### src/rtl/uart_pkg.sv
// Shared types and widths for the UART transmit arbiter.
package uart_pkg;

    localparam int unsigned GapCntW = 4;

    typedef enum logic [1:0] {
        StIdle,
        StXfer,
        StGap
    } arb_state_e;

endpackage

### src/rtl/uart_tx_arbiter_if.sv
// Requester/transmitter handshake bundle for uart_tx_arbiter.
// The arbiter takes the slave view; requesters and the transmitter take the master view.
interface uart_tx_arbiter_if #(
    parameter int unsigned NUM_REQ = 4
);

    logic                   baud_tick;
    logic [NUM_REQ-1:0]     req_valid;
    logic [8*NUM_REQ-1:0]   req_data;
    logic [NUM_REQ-1:0]     req_last;
    logic [NUM_REQ-1:0]     req_ready;
    logic                   tx_valid;
    logic [7:0]             tx_data;
    logic                   tx_ready;
    logic [NUM_REQ-1:0]     grant;
    logic                   busy;

    modport master (
        output baud_tick, req_valid, req_data, req_last, tx_ready,
        input  req_ready, tx_valid, tx_data, grant, busy
    );

    modport slave (
        input  baud_tick, req_valid, req_data, req_last, tx_ready,
        output req_ready, tx_valid, tx_data, grant, busy
    );

endinterface

### src/rtl/uart_rr_picker.sv
// Combinational round-robin picker: first set bit of req searching upward
// from last_owner+1, wrapping at NUM_REQ.
module uart_rr_picker #(
    parameter int unsigned NUM_REQ = 4,
    parameter int unsigned IDX_W   = 2
) (
    input  logic [NUM_REQ-1:0] req,
    input  logic [IDX_W-1:0]   last_owner,
    output logic [NUM_REQ-1:0] pick,
    output logic               valid
);

    int unsigned      sum;
    logic [IDX_W-1:0] idx;
    logic             found;

    always_comb begin
        pick  = '0;
        found = 1'b0;
        sum   = 0;
        idx   = '0;
        // Offset 1..NUM_REQ visits every requester once, last_owner itself last.
        for (int i = 1; i <= NUM_REQ; i++) begin
            sum = 32'(last_owner) + 32'(i);
            if (sum >= NUM_REQ) begin
                sum = sum - NUM_REQ;
            end
            idx = IDX_W'(sum);
            if (!found && req[idx]) begin
                pick[idx] = 1'b1;
                found     = 1'b1;
            end
        end
    end

    assign valid = |req;

endmodule

### src/rtl/uart_tx_arbiter.sv
// Packet-locked round-robin arbiter feeding one UART transmitter, with an
// enforced idle gap of GAP_BITS bit-times between packets.
module uart_tx_arbiter
    import uart_pkg::*;
#(
    parameter int unsigned NUM_REQ  = 4,
    parameter int unsigned GAP_BITS = 2
) (
    input logic              clk,
    input logic              resetn,
    uart_tx_arbiter_if.slave bus
);

    localparam int unsigned IdxW = (NUM_REQ > 1) ? $clog2(NUM_REQ) : 1;

    arb_state_e           state;
    logic [NUM_REQ-1:0]   grant;
    logic [IdxW-1:0]      last_owner;
    logic [GapCntW-1:0]   gap_cnt;

    logic [NUM_REQ-1:0]   pick;
    logic                 pick_valid;
    logic [IdxW-1:0]      grant_idx;
    logic                 tx_valid;
    logic [7:0]           tx_data;
    logic                 tx_last;
    logic [NUM_REQ-1:0]   req_ready;
    logic                 last_xfer;

    uart_rr_picker #(
        .NUM_REQ (NUM_REQ),
        .IDX_W   (IdxW)
    ) u_picker (
        .req        (bus.req_valid),
        .last_owner (last_owner),
        .pick       (pick),
        .valid      (pick_valid)
    );

    // Grant is only non-zero in XFER, so this mux is naturally idle elsewhere.
    always_comb begin
        tx_valid  = 1'b0;
        tx_data   = 8'h00;
        tx_last   = 1'b0;
        req_ready = '0;
        grant_idx = '0;
        for (int i = 0; i < NUM_REQ; i++) begin
            if (grant[i]) begin
                grant_idx = IdxW'(i);
                if (state == StXfer) begin
                    tx_valid     = bus.req_valid[i];
                    tx_data      = bus.req_data[8*i +: 8];
                    tx_last      = bus.req_last[i];
                    req_ready[i] = bus.tx_ready;
                end
            end
        end
    end

    assign last_xfer = tx_valid && bus.tx_ready && tx_last;

    always_ff @(posedge clk or negedge resetn) begin
        if (!resetn) begin
            state      <= StIdle;
            grant      <= '0;
            last_owner <= IdxW'(NUM_REQ - 1);
            gap_cnt    <= '0;
        end else begin
            unique case (state)
                StIdle: begin
                    if (pick_valid) begin
                        grant <= pick;
                        state <= StXfer;
                    end
                end
                StXfer: begin
                    // Baud ticks seen here never touch gap_cnt.
                    if (last_xfer) begin
                        last_owner <= grant_idx;
                        grant      <= '0;
                        gap_cnt    <= GapCntW'(GAP_BITS);
                        state      <= (GAP_BITS == 0) ? StIdle : StGap;
                    end
                end
                StGap: begin
                    if (bus.baud_tick) begin
                        gap_cnt <= gap_cnt - 1'b1;
                        if (gap_cnt == GapCntW'(1)) begin
                            state <= StIdle;
                        end
                    end
                end
                default: state <= StIdle;
            endcase
        end
    end

    assign bus.tx_valid  = tx_valid;
    assign bus.tx_data   = tx_data;
    assign bus.req_ready = req_ready;
    assign bus.grant     = grant;
    assign bus.busy      = (state != StIdle);

endmodule

### src/flat_wrapper.sv
// flat-port wrapper written by rule: the top's interface ports become plain ports
module uart_tx_arbiter_flat import uart_pkg::*;
#(
    parameter int unsigned NUM_REQ  = 4,
    parameter int unsigned GAP_BITS = 2
)
  (clk, resetn, bus_baud_tick, bus_req_valid, bus_req_data, bus_req_last, bus_tx_ready, bus_req_ready, bus_tx_valid, bus_tx_data, bus_grant, bus_busy);
  uart_tx_arbiter_if #(.NUM_REQ(NUM_REQ)) bus_i ();
  input logic clk;
  input logic resetn;
  input wire logic [$bits(bus_i.baud_tick)-1:0] bus_baud_tick;
  input wire logic [$bits(bus_i.req_valid)-1:0] bus_req_valid;
  input wire logic [$bits(bus_i.req_data)-1:0] bus_req_data;
  input wire logic [$bits(bus_i.req_last)-1:0] bus_req_last;
  input wire logic [$bits(bus_i.tx_ready)-1:0] bus_tx_ready;
  output wire logic [$bits(bus_i.req_ready)-1:0] bus_req_ready;
  output wire logic [$bits(bus_i.tx_valid)-1:0] bus_tx_valid;
  output wire logic [$bits(bus_i.tx_data)-1:0] bus_tx_data;
  output wire logic [$bits(bus_i.grant)-1:0] bus_grant;
  output wire logic [$bits(bus_i.busy)-1:0] bus_busy;
  assign bus_i.baud_tick = bus_baud_tick;
  assign bus_i.req_valid = bus_req_valid;
  assign bus_i.req_data = bus_req_data;
  assign bus_i.req_last = bus_req_last;
  assign bus_i.tx_ready = bus_tx_ready;
  assign bus_req_ready = bus_i.req_ready;
  assign bus_tx_valid = bus_i.tx_valid;
  assign bus_tx_data = bus_i.tx_data;
  assign bus_grant = bus_i.grant;
  assign bus_busy = bus_i.busy;
  uart_tx_arbiter #(.NUM_REQ(NUM_REQ), .GAP_BITS(GAP_BITS)) u_core (.clk(clk), .resetn(resetn), .bus(bus_i));
endmodule
### config.mk
export PLATFORM = sky130hd
export DESIGN_NAME = uart_tx_arbiter_flat
export DESIGN_NICKNAME = d
export VERILOG_FILES = /design/src/rtl/uart_pkg.sv /design/src/rtl/uart_tx_arbiter_if.sv /design/src/rtl/uart_rr_picker.sv /design/src/rtl/uart_tx_arbiter.sv /design/src/flat_wrapper.sv
export SDC_FILE = /design/constraint.sdc
export NUM_CORES = 1
export LEC_CHECK = 0
export ABC_CLOCK_PERIOD_IN_PS = 2200
export CORE_AREA = 2 2 61 63
export CTS_CLUSTER_DIAMETER = 50
export CTS_CLUSTER_SIZE = 12
export DETAILED_ROUTE_END_ITERATION = 8
export DIE_AREA = 0 0 63 65
export DONT_BUFFER_PORTS = 1
export PLACE_DENSITY_LB_ADDON = 0.08
export SYNTH_ARGS = -nofsm -noshare
export SYNTH_HDL_FRONTEND = slang
export SYNTH_SLANG_ARGS = --single-unit
### constraint.sdc
create_clock -name clk -period 2.2 [get_ports clk]
set_input_delay 0.22 -clock clk [delete_from_list [all_inputs] [get_ports clk]]
set_output_delay 0.22 -clock clk [all_outputs]
set_load 0.05 [all_outputs]
==> qor.txt <==
arrival time at the worst endpoint -> 2.27 ns
detailed-route via count -> 1,313
worst setup margin -> 0.120 ns
antenna violations before repair -> 0
post-route minimum period -> 2.08 ns
switching part of the total power -> 57.8%
pin count of the biggest net entering global routing -> 16
data required time at the worst endpoint -> 2.39 ns
DRT antenna net count -> 0
minimum setup slack after placement -> 0.137 ns
final net count -> 246
FP Rows -> 22
share of cells above drive strength 1 -> 23.0%
post-synthesis cell count -> 170
DRC Markers -> 0
share of async-settable or async-resettable flops after synthesis -> 100%
placed standard-cell area -> 1540 sq um
Seq cells post-synth -> 12
setup slack on the worst flop-to-flop path -> 0.12 ns
Clock Sinks -> 12
Hold Path Class -> in -> reg
Crit Reg-Reg Startpoint -> u_core.last_owner[0]$_DFFE_PN1P_
clock tree from TritonCTS -> built
critical hold path startpoint -> bus_baud_tick
Max Buffers Root-to-Sink -> 2
Tightest Pin Transition -> 0.586 ns
highest achievable clock rate -> 0.481 GHz
Clk pwr share -> 4.9%
Logic pwr share -> 80.6%
critical-path maximum fanout -> 5
number of antenna cells inserted -> 0
net count after synthesis -> 224
worst clock skew -> 0.00255 ns
total iterations of the first detailed-routing run -> 4
clock root cell -> clkbuf_4
Skew-Pair Late Insertion Delay -> 0.27 ns
class of the most critical setup path -> reg -> reg
placer's final routability congestion estimate -> 0.877
sequential share of power -> 14.6%
# port buffers -> 0
global-route usage over all layers -> 17.5%
initial standard-cell utilization of the core -> 37.3%
distinct cell type count of the synthesized netlist -> 46
area growth from synthesis to layout -> 22.3%
sort of element at the start of the critical path -> flip-flop
final critical-path share of the clock period -> 94.5%
die footprint -> 4100 sq um
mean number of vias per cell -> 5.49
clock slew at the register clock pins of the worst setup and hold paths -> 0.08 ns
CTS H-tree depth -> 1
outcome -> finished, final reports clean
relative max-transition margin -> 60.8%
average wire length per cell after detail routing -> 15.3 um
Final Max Tran Viols -> 0
global-route wire length before repair -> 5.72 mm
terminating pin of the worst hold path -> u_core.state[1]$_DFFE_PN0P_
worst hold path stage count -> 3
aggregate negative setup slack -> 0 ns
warning count from the yosys run -> 0
final hold violation count -> 0
die boundary height -> 65 um
Detailed Place HPWL -> 2.90 mm
average cell area after synthesis -> 7.68 sq um
R2R cell count -> 6
leakage power summed over all cells -> 0.705 nW
Internal Power -> 1.28 mW
number of global-route vias before repair -> 1,224
number of enable flip-flop cells after synthesis -> 0
aggregate routed wire length -> 3.67 mm
number of buffers created by CTS -> 3
Synth Cell Area -> 1310 sq um
global route total overflow -> 0
Worst Setup End Kind -> flip-flop
largest vdd supply drop -> 538 uV
total of max-cap violations -> 0
Finish-stage setup viols -> 0
RSZ-0062 raised after global routing -> false
sequential-to-total area share from yosys stat -> 23.2%
power density over cell area -> 1910 nW/um^2
chip width -> 63 um
final standard cell area without fillers -> 1600 sq um
net switching power figure -> 1.76 mW
floorplan core area -> 3500 sq um
total power -> 3.04 mW
capture point of the worst reg-to-reg path -> u_core.bus.grant[1]$_DFFE_PN0P_
Initial DRC Count -> 75
dominant register cell in the synthesized netlist -> dfrtp_1
Top-Level Pins -> 62
==> cells by family (layout without fill, tap and decap cells) <==
kind of cell             after synthesis  after routing  synth area share [%]
multiplexers                           2              2                  3.74
AO/OA/AOI/OAI                         47             47                  25.6
AND/OR/NAND/NOR                       74             74                  28.7
XOR/XNOR                               2              2                  1.34
flip-flops                            12             12                  23.2
adder cells (fa/ha/maj)               10             10                  9.59
buffers and inverters                 23             44                  7.86
==> worst max-delay path by stage <==
stage,start,endpoint,slack [ns]
after floorplan,u_core.last_owner[0]$_DFFE_PN1P_,u_core.bus.grant[0]$_DFFE_PN0P_,0.004
final,u_core.last_owner[0]$_DFFE_PN1P_,u_core.bus.grant[1]$_DFFE_PN0P_,0.12
after global routing,u_core.bus.grant[1]$_DFFE_PN0P_,bus_tx_data[1],0.03
after global placement,u_core.last_owner[0]$_DFFE_PN1P_,u_core.bus.grant[1]$_DFFE_PN0P_,0.17
after CTS,u_core.last_owner[0]$_DFFE_PN1P_,u_core.bus.grant[1]$_DFFE_PN0P_,0.13
after detailed placement,u_core.last_owner[0]$_DFFE_PN1P_,u_core.bus.grant[1]$_DFFE_PN0P_,0.14
==> state kept, by name (all words and copies together) (netlist names) <==
name	count
u_core.bus.grant	4
u_core.gap_cnt	4
u_core.last_owner	2
u_core.state	2
==> synth_stat cells, types with 3 or more instances <==
cell | count | area, sq um
o21ai_1 | 4 | 20.0
nor3_1 | 8 | 40.0
a221oi_1 | 7 | 61.3
inv_1 | 12 | 45.0
nor2_1 | 27 | 101
nand2_1 | 15 | 56.3
a41oi_1 | 4 | 35.0
nand3b_1 | 3 | 22.5
a21oi_1 | 21 | 105
ha_1 | 10 | 125
clkbuf_1 | 6 | 22.5
and3_1 | 3 | 18.8
dfrtp_1 | 10 | 250
==> what timing repair did <==
| action | in CTS | in global routing |
|---|---|---|
| endpoints found under the setup margin | 0 | 2 |
| endpoints found under the hold margin | 12 | 0 |
| setup buffers | 0 | 0 |
| gates resized for setup | 0 | 5 |
| hold buffers | 1 | 0 |
==> critical path, stage by stage (launching register included) <==
cell and delay [ns]:
dfstp_2 0.56, clkinvlp_4 0.11, ha_4 0.26, or3b_2 0.47, a311oi_4 0.29, nand2_1 0.09
a41oi_1 0.21
==> cells in the final DEF (no fill, tap or decap), types with 2 or more instances in the layout <==
| cell | Yosys | final |
|---|---|---|
| nand3_1 | 2 | 2 |
| a221oi_1 | 7 | 7 |
| nand3b_1 | 3 | 3 |
| nand2_1 | 15 | 15 |
| o21ai_1 | 4 | 4 |
| a21oi_1 | 21 | 21 |
| inv_1 | 12 | 11 |
| buf_6 | 2 | 2 |
| and2_1 | 2 | 2 |
| dfstp_2 | 2 | 2 |
| dfrtp_1 | 10 | 10 |
| nand2b_1 | 2 | 2 |
| clkbuf_4 | 0 | 3 |
| nor2_1 | 27 | 26 |
| ha_1 | 10 | 9 |
| o21ai_0 | 2 | 2 |
| and3_1 | 3 | 3 |
| nor3_1 | 8 | 8 |
| buf_4 | 0 | 23 |
| a41oi_1 | 4 | 3 |
| xor2_1 | 2 | 2 |
==> power by group through the flow <==
stage / registers, mW / logic, mW / clock network (mW)
floorplan: 0.553 / 1.64 / 0
global placement: 0.443 / 2.38 / 0
detailed placement: 0.447 / 2.40 / 0
CTS: 0.443 / 2.42 / 0.155
global route: 0.461 / 2.64 / 0.168
finish: 0.444 / 2.45 / 0.148
==> stage by stage <==
| step | util, % | hold slack (ns) | std cells |
|---|---|---|---|
| final | 45.7 | 0.194 | 239 |
| after global routing | 45.7 | 0.190 | 239 |
| after floorplan | - | -0.0756 | 170 |
| after detailed placement | 44.0 | -0.0752 | 234 |
| after CTS | 45.0 | 0.192 | 239 |
| after global placement | 44.0 | -0.0752 | 234 |
==> metal layers <==
metal | vias up | track usage [%] | routed length (um) | part of all wire, %
li1 | 656 | - | - | -
met1 | 615 | 21.7 | 1560 | 43
met2 | 40 | 31.1 | 1900 | 52
met3 | 2 | 3.30 | 193 | 5.3
met4 | 0 | 4.72 | 12 | 0.33
met5 | - | 0 | 0 | 0
==> final cells by class <==
| type | instances | area, sq um |
|---|---|---|
| inverters | 13 | 52.6 |
| repair buffers | 27 | 225 |
| well taps | 48 | 60.1 |
| multi-input cells | 135 | 930 |
| fillers | 385 | 1900 |
| flip-flops and latches | 12 | 303 |
| clock buffers | 4 | 26.3 |
Power figures use the tool's default switching activity.
